===== src/rtl/wb_pkg.sv =====
// Shared constants and types for the writeback stage: result-select codes,
// load funct3 encodings and the control half of the MEM/WB register.
package wb_pkg;

  localparam int XLEN_DEFAULT = 32;

  localparam logic [1:0] WB_SEL_ALU  = 2'd0;
  localparam logic [1:0] WB_SEL_LOAD = 2'd1;
  localparam logic [1:0] WB_SEL_PC4  = 2'd2;

  localparam logic [2:0] F3_LB  = 3'd0;
  localparam logic [2:0] F3_LH  = 3'd1;
  localparam logic [2:0] F3_LW  = 3'd2;
  localparam logic [2:0] F3_LBU = 3'd4;
  localparam logic [2:0] F3_LHU = 3'd5;

  // fresh marks the first cycle an instruction sits in WB; only then may it write
  typedef struct packed {
    logic       valid;
    logic       fresh;
    logic       reg_write;
    logic [4:0] rd;
  } wb_ctl_t;

endpackage


===== src/rtl/wb_writer_load_extend.sv =====
// Load result formatting: picks the byte/half lane from the aligned memory
// word and sign- or zero-extends it; any other funct3 passes the word through.
module load_extend
  import wb_pkg::*;
#(
  parameter int XLEN = XLEN_DEFAULT
) (
  input  logic [2:0]      funct3,
  input  logic [1:0]      addr,
  input  logic [XLEN-1:0] word,
  output logic [XLEN-1:0] data
);

  logic [7:0]  byte_v;
  logic [15:0] half_v;

  always_comb begin
    case (addr)
      2'd0:    byte_v = word[7:0];
      2'd1:    byte_v = word[15:8];
      2'd2:    byte_v = word[23:16];
      default: byte_v = word[31:24];
    endcase
    half_v = addr[1] ? word[31:16] : word[15:0];
  end

  always_comb begin
    case (funct3)
      F3_LB:   data = {{(XLEN-8){byte_v[7]}}, byte_v};
      F3_LH:   data = {{(XLEN-16){half_v[15]}}, half_v};
      F3_LBU:  data = {{(XLEN-8){1'b0}}, byte_v};
      F3_LHU:  data = {{(XLEN-16){1'b0}}, half_v};
      default: data = word;
    endcase
  end

endmodule


===== src/rtl/wb_writer.sv =====
// Writeback stage: MEM/WB register with result formatting on capture, the
// register-file write port, a forwarding tap and the retired-instruction counter.
module wb_writer
  import wb_pkg::*;
#(
  parameter int XLEN  = XLEN_DEFAULT,
  parameter int CNT_W = 64
) (
  input  logic             clk,
  input  logic             rst,
  input  logic             mem_valid,
  input  logic             mem_reg_write,
  input  logic [4:0]       mem_rd_addr,
  input  logic [1:0]       mem_wb_sel,
  input  logic [2:0]       mem_funct3,
  input  logic [XLEN-1:0]  mem_alu_result,
  input  logic [XLEN-1:0]  mem_load_data,
  input  logic [XLEN-1:0]  mem_pc,
  input  logic             stall,
  input  logic             flush,
  output logic             RegWrite,
  output logic [4:0]       rd_addr,
  output logic [XLEN-1:0]  Din,
  output logic             fwd_valid,
  output logic [4:0]       fwd_rd,
  output logic [XLEN-1:0]  fwd_data,
  output logic [CNT_W-1:0] instret
);

  wb_ctl_t          ctl_q, ctl_d;
  logic [XLEN-1:0]  result_q, result_d;
  logic [CNT_W-1:0] instret_q, instret_d;
  logic [XLEN-1:0]  load_val, fmt_val;
  logic             pending;

  load_extend #(.XLEN(XLEN)) u_load_extend (
    .funct3 (mem_funct3),
    .addr   (mem_alu_result[1:0]),
    .word   (mem_load_data),
    .data   (load_val)
  );

  always_comb begin
    case (mem_wb_sel)
      WB_SEL_LOAD: fmt_val = load_val;
      WB_SEL_PC4:  fmt_val = mem_pc + XLEN'(4);
      default:     fmt_val = mem_alu_result;
    endcase
  end

  // Flush outranks stall; a stalled entry keeps its value but loses fresh,
  // which limits each instruction to a single write pulse.
  always_comb begin
    ctl_d    = ctl_q;
    result_d = result_q;
    if (flush) begin
      ctl_d.valid     = 1'b0;
      ctl_d.fresh     = 1'b0;
      ctl_d.reg_write = 1'b0;
    end else if (stall) begin
      ctl_d.fresh = 1'b0;
    end else begin
      ctl_d.valid     = mem_valid;
      ctl_d.fresh     = mem_valid;
      ctl_d.reg_write = mem_reg_write;
      ctl_d.rd        = mem_rd_addr;
      result_d        = fmt_val;
    end
    instret_d = (ctl_q.valid & ctl_q.fresh) ? instret_q + CNT_W'(1) : instret_q;
  end

  always_ff @(posedge clk or negedge rst) begin
    if (!rst) begin
      ctl_q     <= '0;
      result_q  <= '0;
      instret_q <= '0;
    end else begin
      ctl_q     <= ctl_d;
      result_q  <= result_d;
      instret_q <= instret_d;
    end
  end

  assign pending   = ctl_q.valid & ctl_q.reg_write & (ctl_q.rd != 5'd0);
  assign RegWrite  = pending & ctl_q.fresh;
  assign rd_addr   = ctl_q.rd;
  assign Din       = result_q;
  assign fwd_valid = pending;
  assign fwd_rd    = ctl_q.rd;
  assign fwd_data  = result_q;
  assign instret   = instret_q;

endmodule

===== config.mk =====
export PLATFORM = sky130hd
export DESIGN_NAME = wb_writer
export DESIGN_NICKNAME = d
export VERILOG_FILES = /design/src/rtl/wb_pkg.sv /design/src/rtl/wb_writer_load_extend.sv /design/src/rtl/wb_writer.sv
export SDC_FILE = /design/constraint.sdc
export NUM_CORES = 1
export LEC_CHECK = 0
export ABC_AREA = 0
export BUFFER_PORTS_ARGS = -buffer_cell sky130_fd_sc_hd__buf_4
export CORE_MARGIN = 1.5
export CORE_UTILIZATION = 45
export CTS_CLUSTER_SIZE = 28
export DETAILED_ROUTE_END_ITERATION = 6
export GPL_ROUTABILITY_DRIVEN = 0
export GPL_TIMING_DRIVEN = 0
export PLACE_DENSITY = 0.77
export SLEW_MARGIN = 20
export SYNTH_ARGS = -nofsm -noshare
export SYNTH_HDL_FRONTEND = slang
export SYNTH_HIERARCHICAL = 1
export SYNTH_SLANG_ARGS = --single-unit

===== constraint.sdc =====
create_clock -name clk -period 2.05 [get_ports clk]
set_clock_uncertainty 0.1 [all_clocks]
set_input_delay 0.1025 -clock clk [delete_from_list [all_inputs] [get_ports clk]]
set_output_delay 0.1025 -clock clk [all_outputs]
set_load 0.01 [all_outputs]

==> results.toml <==
[cts]
cts.clk_slew.worst_paths_ps = 70
cts_max_path_buffers = 2
cts.sinks = 104
root_buffer = "clkbuf_16"
h-tree-depth = 3
cts_tree = "done"
clock_latency_ps = 350
cts_buffers = 9

[layout]
area_growth_pct = 46.4
drive_above_1_share = 0.342
nets = 1188
final_cells = 1261
antenna_cells = 0

[sta]
relSlewSlack = 0.341
hold_viol = 0
fin_crit_ps = 1970
finalSetupTns_ps = 0
fmax_mhz = 509
setup-violations-final = 0
slew_violations = 0
worstMarginPinSlew_ps = 989
fin_ws_ps = 84.5
min_period_over_period = 0.959

[synthesis]
synth-edff-count = 0
yosys_register_bits = 104
syn-num-nets = 867
yosysSeqAreaShare = 0.391
syn-cell-area_sq_mm = 0.00665
yosys-top-cells-count = "dfrtp_1 (104), nand2_1 (91), o21ai_0 (68)"
synth_ff_type = "dfrtp_1"
synth_top_family_by_area = "simple AND/OR/NAND/NOR gates"
synth_simple_gate_area_frac = 0.253
yosys-top-cells-area = "dfrtp_1 (39%), xnor2_1 (6.1%), xor2_1 (5.3%)"
synth-async-reset-ratio = 1.00
synthMuxAreaShare = 0.00790
yosys.cell_types.count = 53
synth_fa_ha_area_frac = 0.00753
yosysTopAreaCell = "dfrtp_1"
yosysMostFrequentCell = "dfrtp_1"
yosysWarnings = 6
synth_xor_area_frac = 0.113
syn_avg_cell_area_sq_um = 8.85
synth_top_area_share = 0.391
synth-compound-area-share = 0.146
netlist_instances = 751

[global_routing]
antenna_found_initial = 0
grt_usage = 0.278
grt_first_pass_wirelength_mm = 34.5
first_global_vias = 6643
grt_max_degree = 105
overflow = 0

[worst_setup_path]
r2r_cells = 6
crit_path_end = "RegWrite"
r2r_start = "instret[39]$_DFFE_PN0P_"
path_cells = "or3_1 > o311a_1 > and2_1 > buf_4"
endpoint_kind = "primary output"
cp.required_ps = 1850
criticalPathCategory = "register to primary output"
r2r_end = "instret[46]$_DFFE_PN0P_"
critPathMaxStageDelay_ps = 440
crit_slowest_cell = "dfrtp_1"
start_kind = "register"
cp_max_fo = 4
reg2reg_slack_ps = 100
critPathArrivalTime_ps = 1760
worstSetupStartpoint = "fwd_rd[0]$_DFFE_PN0P_"

[route]
initialDrtViolationCount = 540
post-route-drc-count = 0
drt_wl_total_mm = 22.0
routed-via-count = 6984
wl_per_cell_um = 17.4
antenna_left = 0
first_pass_iters = 5
vias_per_cell = 5.54

[power_and_ir_drop]
total_power_uw = 5620
power_density_mw_per_mm2 = 577
ir_drop_mv = 0.377
power.leakage_uw = 0.00471

[floorplan]
die_y_um = 125
io-pin-count = 252
initial_core_util = 0.459
num_rows = 44
core_area_sq_mm = 0.0145
die_area_sq_mm = 0.0155
die_w_um = 125

[run_status]
status = "finished, final reports clean"

[placement]
place_ws_ps = -317
dpl.cell_count = 1185
place_hpwl_mm = 16.4
port_buffers = 250

[min_path]
hp-class = "primary input to register"
min_from = "mem_alu_result[28]"

[job]
timing.max_cap.violations = 0
## cells by family after synthesis
group | count (synthesis)
adder cells (fa/ha/maj) | 4
multiplexers | 5
XOR/XNOR | 86
AND/OR/NAND/NOR | 306
AO/OA/AOI/OAI | 149
buffers and inverters | 97
flip-flops | 104
## sequential cells by signal, summed over array words and instances, names as in the netlist
name     flops
ctl_q        3
fwd_rd       5
Din         32
instret     64
## report_power, final
part           switching [uW]  internal, uW  total (uW)
registers                 151          2190        2340
logic                     733           874        1610
clock network             828           838        1670
## worst min-delay path by stage
stage,slack [ps],endpoint,cells past startpoint
2_1_floorplan,-290,Din[0]$_DFFE_PN0P_,0
3_3_place_gp,180,ctl_q[5]$_DFFE_PN0P_,2
3_5_place_dp,190,ctl_q[5]$_DFFE_PN0P_,2
4_1_cts,0.3,Din[28]$_DFFE_PN0P_,3
5_1_grt,30,Din[13]$_DFFE_PN0P_,3
6_report,2,Din[28]$_DFFE_PN0P_,3
## final cells by class
cell class	instances	area [sq um]
plain buffers	76	459
repair buffers	310	2440
clock buffers	9	225
flip-flops and latches	104	2610
fillers	1191	4740
multi-input cells	550	3630
clock inverters	7	53.8
well taps	184	230
inverters	21	78.8
## placed cells by master, fill, tap and decap left out, drive strengths merged, types with 11 or more instances in the layout
master	n
nand2	91
and3	11
a221oi	21
dlygate4sd3	43
a221o	15
nor2	43
inv	24
xor2	40
o21ai	72
dfrtp	104
o22ai	12
xnor2	46
clkbuf	39
buf	313
nor2b	22
nand4	28
nor4	15
nor3	22
nand3	40
## routing by layer
layer | global-route usage | vias to the layer above | share of wire
li1 | - | 3283 | -
met1 | 0.349 | 3300 | 0.40
met2 | 0.468 | 348 | 0.49
met3 | 0.0554 | 53 | 0.072
met4 | 0.118 | 0 | 0.032
met5 | 0 | - | 0
## per-stage QoR
stage	util	hold WS (ps)	cell area, sq um
2_1_floorplan	-	-293	6650
3_3_place_gp	0.605	183	8760
3_5_place_dp	0.605	192	8760
4_1_cts	0.660	0.265	9560
5_1_grt	0.672	33.0	9730
6_report	0.672	1.62	9730
## worst max-delay path: cells and delay by family, from the launching register on
family                 cells  cell delay (ps)
AND/OR/NAND/NOR            2              540
flip-flops                 1              440
AO/OA/AOI/OAI              1              300
buffers and inverters      1              140
## repair_timing
| item | 4_1_cts | 5_1_grt |
|---|---|---|
| endpoints found under the setup margin | 37 | 38 |
| setup buffers | 7 | 10 |
| hold buffers | 43 | 0 |
| pin swaps | 6 | 6 |
| cloned | 0 | 0 |
| gates resized for setup | 6 | 22 |
| hold endpoints to repair | 137 | 0 |
No activity file was read; power rests on OpenSTA's default activity.
